**config.mk**
```make
export PLATFORM = sky130hd
export DESIGN_NAME = mux_sel_arbiter_flat
export DESIGN_NICKNAME = d
export VERILOG_FILES = /design/src/rtl/mux_sel_arbiter_pkg.sv /design/src/rtl/mux_sel_arbiter_if.sv /design/src/rtl/mux_sel_arbiter_rr_pick2.sv /design/src/rtl/mux_sel_arbiter.sv /design/src/flat_wrapper.sv
export SDC_FILE = /design/constraint.sdc
export NUM_CORES = 1
export LEC_CHECK = 0
export ABC_AREA = 1
export BUFFER_PORTS_ARGS = -buffer_cell sky130_fd_sc_hd__buf_2
export CORE_MARGIN = 1.5
export CORE_UTILIZATION = 30
export CTS_BUF_LIST = sky130_fd_sc_hd__clkbuf_8
export CTS_CLUSTER_DIAMETER = 100
export CTS_CLUSTER_SIZE = 40
export DETAILED_ROUTE_END_ITERATION = 10
export PLACE_DENSITY = 0.61
export SYNTH_ARGS = -nofsm -noshare
export SYNTH_HDL_FRONTEND = slang
export SYNTH_SLANG_ARGS = --single-unit
```
**constraint.sdc**
```tcl
create_clock -name clk -period 2.7 [get_ports clk]
set_clock_uncertainty 0.2 [all_clocks]
set_input_delay 0.135 -clock clk [delete_from_list [all_inputs] [get_ports clk]]
set_output_delay 0.135 -clock clk [all_outputs]
set_load 0.02 [all_outputs]
```
**src/rtl/mux_sel_arbiter_pkg.sv**
```systemverilog
// Shared types and constants for the round-robin 2:1 mux select arbiter.
// Optional priority lock is enabled by defining MUX_ARB_LOCK_EN.
package mux_sel_arbiter_pkg;

  localparam logic SEL_IN0 = 1'b0;
  localparam logic SEL_IN1 = 1'b1;

  typedef enum logic {
    ARB_ST_IDLE = 1'b0,
    ARB_ST_HOLD = 1'b1
  } arb_state_e;

  // Round-robin update: the winner yields priority unless a lock pins it.
  function automatic logic next_prio(input logic prio, input logic winner, input logic lock);
    return lock ? prio : ~winner;
  endfunction

endpackage

```
**src/rtl/mux_sel_arbiter_if.sv**
```systemverilog
// Handshake bundle between two producers, the arbiter and the downstream consumer.
// The lock signal exists only when MUX_ARB_LOCK_EN is defined.
interface mux_sel_arbiter_if #(parameter int WIDTH = 8);

  logic             in0_valid;
  logic [WIDTH-1:0] in0_data;
  logic             in0_ready;
  logic             in1_valid;
  logic [WIDTH-1:0] in1_data;
  logic             in1_ready;
  logic             out_valid;
  logic [WIDTH-1:0] out_data;
  logic             select;
  logic             out_ready;
`ifdef MUX_ARB_LOCK_EN
  logic             lock;
`endif

  modport master (
`ifdef MUX_ARB_LOCK_EN
    output lock,
`endif
    output in0_valid, in0_data, in1_valid, in1_data, out_ready,
    input  in0_ready, in1_ready, out_valid, out_data, select
  );

  modport slave (
`ifdef MUX_ARB_LOCK_EN
    input  lock,
`endif
    input  in0_valid, in0_data, in1_valid, in1_data, out_ready,
    output in0_ready, in1_ready, out_valid, out_data, select
  );

endinterface

```
**src/rtl/mux_sel_arbiter_rr_pick2.sv**
```systemverilog
// Combinational two-way round-robin pick; prio names the input that wins a tie.
module rr_pick2 (
  input  logic i_valid0,
  input  logic i_valid1,
  input  logic i_prio,
  output logic o_grant0,
  output logic o_grant1,
  output logic o_any
);

  assign o_grant0 = i_valid0 & (~i_valid1 | ~i_prio);
  assign o_grant1 = i_valid1 & (~i_valid0 |  i_prio);
  assign o_any    = i_valid0 | i_valid1;

endmodule

```
**src/rtl/mux_sel_arbiter.sv**
```systemverilog
// Fair, back-pressured 2:1 merge with a one-entry output register and registered mux select.
// Define MUX_ARB_LOCK_EN to add the lock input that pins priority on the current source.
module mux_sel_arbiter
  import mux_sel_arbiter_pkg::*;
#(
  parameter int WIDTH     = 8,
  parameter int INIT_PRIO = 0
) (
  input  logic                clk,
  input  logic                rst_n,
  mux_sel_arbiter_if.slave    bus
);

  localparam logic P_INIT_PRIO = (INIT_PRIO != 0);

  arb_state_e       r_state;
  arb_state_e       w_state_next;
  logic             r_prio;
  logic             w_prio_next;
  logic             r_select;
  logic [WIDTH-1:0] r_out_data;

  logic             w_out_valid;
  logic             w_slot_free;
  logic             w_grant0;
  logic             w_grant1;
  logic             w_any;
  logic             w_accept;
  logic             w_lock;
  logic [WIDTH-1:0] w_win_data;

  rr_pick2 u_pick (
    .i_valid0 (bus.in0_valid),
    .i_valid1 (bus.in1_valid),
    .i_prio   (r_prio),
    .o_grant0 (w_grant0),
    .o_grant1 (w_grant1),
    .o_any    (w_any)
  );

`ifdef MUX_ARB_LOCK_EN
  assign w_lock = bus.lock;
`else
  assign w_lock = 1'b0;
`endif

  // Readies depend only on state, valids, prio and out_ready, never on each other.
  assign w_out_valid = (r_state == ARB_ST_HOLD);
  assign w_slot_free = (r_state == ARB_ST_IDLE) | (w_out_valid & bus.out_ready);
  assign w_accept    = w_slot_free & w_any;
  assign w_win_data  = w_grant1 ? bus.in1_data : bus.in0_data;

  always_comb begin
    w_state_next = r_state;
    w_prio_next  = r_prio;
    if (w_accept) begin
      w_state_next = ARB_ST_HOLD;
      w_prio_next  = next_prio(r_prio, w_grant1, w_lock);
    end else if (w_out_valid & bus.out_ready) begin
      w_state_next = ARB_ST_IDLE;
    end
  end

  always_ff @(posedge clk or negedge rst_n) begin
    if (!rst_n) begin
      r_state    <= ARB_ST_IDLE;
      r_prio     <= P_INIT_PRIO;
      r_select   <= SEL_IN0;
      r_out_data <= '0;
    end else begin
      r_state <= w_state_next;
      r_prio  <= w_prio_next;
      if (w_accept) begin
        r_select   <= w_grant1 ? SEL_IN1 : SEL_IN0;
        r_out_data <= w_win_data;
      end
    end
  end

  assign bus.in0_ready = w_slot_free & w_grant0;
  assign bus.in1_ready = w_slot_free & w_grant1;
  assign bus.out_valid = w_out_valid;
  assign bus.out_data  = r_out_data;
  assign bus.select    = r_select;

endmodule

```
**src/flat_wrapper.sv**
```systemverilog
// flat-port wrapper written by rule: the top's interface ports become plain ports
module mux_sel_arbiter_flat import mux_sel_arbiter_pkg::*;
#(
  parameter int WIDTH     = 8,
  parameter int INIT_PRIO = 0
)
  (clk, rst_n, bus_in0_valid, bus_in0_data, bus_in1_valid, bus_in1_data, bus_out_ready, bus_in0_ready, bus_in1_ready, bus_out_valid, bus_out_data, bus_select);
  mux_sel_arbiter_if #(.WIDTH(WIDTH)) bus_i ();
  input  logic clk;
  input  logic rst_n;
  input wire logic [$bits(bus_i.in0_valid)-1:0] bus_in0_valid;
  input wire logic [$bits(bus_i.in0_data)-1:0] bus_in0_data;
  input wire logic [$bits(bus_i.in1_valid)-1:0] bus_in1_valid;
  input wire logic [$bits(bus_i.in1_data)-1:0] bus_in1_data;
  input wire logic [$bits(bus_i.out_ready)-1:0] bus_out_ready;
  output wire logic [$bits(bus_i.in0_ready)-1:0] bus_in0_ready;
  output wire logic [$bits(bus_i.in1_ready)-1:0] bus_in1_ready;
  output wire logic [$bits(bus_i.out_valid)-1:0] bus_out_valid;
  output wire logic [$bits(bus_i.out_data)-1:0] bus_out_data;
  output wire logic [$bits(bus_i.select)-1:0] bus_select;
  assign bus_i.in0_valid = bus_in0_valid;
  assign bus_i.in0_data = bus_in0_data;
  assign bus_i.in1_valid = bus_in1_valid;
  assign bus_i.in1_data = bus_in1_data;
  assign bus_i.out_ready = bus_out_ready;
  assign bus_in0_ready = bus_i.in0_ready;
  assign bus_in1_ready = bus_i.in1_ready;
  assign bus_out_valid = bus_i.out_valid;
  assign bus_out_data = bus_i.out_data;
  assign bus_select = bus_i.select;
  mux_sel_arbiter #(.WIDTH(WIDTH), .INIT_PRIO(INIT_PRIO)) u_core (.clk(clk), .rst_n(rst_n), .bus(bus_i));
endmodule
```
==> flow_summary.yaml <==
yosys:
  synth_cell_type_count: 13
  ys_seq_elements: 11
  avgSynthCellArea_um2: 7.71
  yosys_warnings: 0
  synth_nets: 108
  synth_seq_area_share: 0.410
  syn_area_um2: 671
  synthCells: 87
worst_setup_path:
  required_ns: 2.61
  crit_type: "reg -> reg"
  startpoint: "u_core.bus.out_valid$_DFFE_PN0P_"
  crit_path_start_kind: "flop"
  crit_arrival_ns: 1.74
  worst-path-max-fanout: 12
  r2r-end: "u_core.bus.out_data[6]$_DFFE_PN0P_"
  crit_path_end_kind: "flop"
  rr_worst_depth: 5
  reg2reg_from: "u_core.bus.out_valid$_DFFE_PN0P_"
  r2r_setup_slack_ns: 0.88
cts:
  cts.clk_slew.worst_paths_ns: 0.05
  htreeDepth: 1
  postCtsResizedCells: 0
  cts_root_buf: "clkbuf_8"
  cts_tree: "yes"
  cts_made_buffers: 3
  clock_path_buffers: 2
  clk_latency_ns: 0.23
  cts.sinks: 11
grt:
  grt_antenna_before_repair: 0
  grt_pass1_vias: 617
  grt_overflow: 0
  grt_max_degree: 13
  grt_pass1_wl_um: 2590
  grt_usage: 0.137
place:
  io_buffer_count: 32
  dpl.cell_count: 144
  routabilityCongestion: 0.716
  dp_hpwl_um: 1120
min_path:
  hp-start: "bus_in0_data[5]"
  hold_depth: 5
  whs_endpoint: "u_core.bus.out_data[5]$_DFFE_PN0P_"
  hold_class: "in -> reg"
power_and_ir_drop:
  combPwrFrac: 0.315
  power_switching_uw: 179
  leakage_uw: 0.000558
  irDropWorstVdd_uv: 318
  p_int_uw: 354
  clock_power_share: 0.297
  power_density_nw_per_um2: 581
  seqPwrFrac: 0.388
  swShare: 0.335
layout:
  drive_gt1_frac: 0.379
  layout.cells.non_filler: 151
  area_growth_pct: 36.8
  multi_input_area_um2: 302
  final.fill_count: 225
  fin_util: 0.449
  regArea_um2: 275
  diodes: 0
  fin_nets: 146
timing:
  tightest_slew_ns: 0.535
  setup_viol: 0
  hold_viol: 0
  max_slew_margin: 0.643
  tns_ns: 0
  fin_crit_sh: 0.675
  fmax_ghz: 0.549
  maxSlewViolCount: 0
  holdWs_ns: 0.0199
  grt_setup_unrepaired: "no"
  period_needed_ns: 1.82
detailed_routing:
  route.detailed.drc: 0
  ant_nets: 0
  wl_um: 1520
  routed_via_density: 4.31
  wl_per_cell_um: 10.1
  drt_iter0_drc: 9
  vias: 651
  first_pass_iters: 3
flow_run:
  drv_cap: 0
floorplanning:
  core_um2: 2040
  die_x_um: 50.3
  die-height_um: 50.3
  rows: 16
  die-area_um2: 2530
  ios: 33
  initial_utilization: 0.328
status:
  status: "completed"
[timing repair]
item	in CTS	in global routing
buffers inserted	0	0
hold buffers	3	0
endpoints found under the setup margin	0	0
endpoints found under the hold margin	12	0
[kinds of logic after synthesis]
| family | share of synthesized area |
|---|---|
| compound gates | 0.0261 |
| buf+inv | 0.140 |
| flops | 0.410 |
| simple gates | 0.424 |
[layout by cell type, fill, tap and decap left out, drive strengths merged]
master       count
nand4            1
nand3           23
nor2             4
dfrtp           11
clkbuf           3
inv             20
o21ai            2
buf             32
dlygate4sd3      3
nand2           25
[stage by stage]
step | total power, uW | area [um^2] | setup WS, ns
3_5_place_dp | 373 | 842 | 1.34
3_3_place_gp | 371 | 842 | 1.37
4_1_cts | 542 | 917 | 0.888
2_1_floorplan | 317 | 671 | 1.33
5_1_grt | 574 | 917 | 0.786
6_report | 533 | 917 | 0.878
[cells in the mapped netlist (all sizes together)]
master   n  area [um^2]
nand2   25          119
nand4    1         6.26
buf      2         22.5
dfrtp   11          275
nor2     4         43.8
o21ai    2         17.5
nand3   23          115
inv     19         71.3
[how the worst max path moves through the flow]
stage	slack [ns]	end
2_1_floorplan	1.33	bus_in0_ready
3_3_place_gp	1.37	bus_in0_ready
3_5_place_dp	1.34	bus_in0_ready
4_1_cts	0.89	u_core.bus.out_data[6]$_DFFE_PN0P_
5_1_grt	0.79	u_core.bus.out_data[6]$_DFFE_PN0P_
6_report	0.88	u_core.bus.out_data[6]$_DFFE_PN0P_
[power groups by stage]
stage	logic (uW)	clock network, uW	registers [uW]
2_1_floorplan	77.8	0	240
3_3_place_gp	162	0	210
3_5_place_dp	163	0	210
4_1_cts	170	165	207
5_1_grt	186	177	211
6_report	168	158	207
[metal layers]
layer,GRT usage,up-vias,part of all wire
met5,0,-,0
met3,0.0327,2,0.065
met4,0.0833,0,0.014
met2,0.213,18,0.47
met1,0.171,286,0.45
li1,-,345,-
[final cells by class]
type,instances,share of cell area
Clock buffer,3,0.0450
Clock inverter,1,0.00409
Inverter,19,0.0778
Timing Repair Buffer,35,0.207
Sequential cell,11,0.300
Tap cell,27,0.0368
Multi-Input combinational cell,55,0.329
[state kept, by name, summed over array words and instances (netlist names)]
signal,count
u_core.bus.out_data,8
u_core.bus.out_valid,1
u_core.bus.select,1
u_core.r_prio,1
[worst max-delay path, cell delays in order (launching register included)]
cell	delay [ns]
dfrtp_1	0.38
nand2_1	0.17
o21ai_2	0.20
nand2_1	0.12
nand3_1	0.07
dlygate4sd3_1	0.56
(Power assumes the default switching activity.)
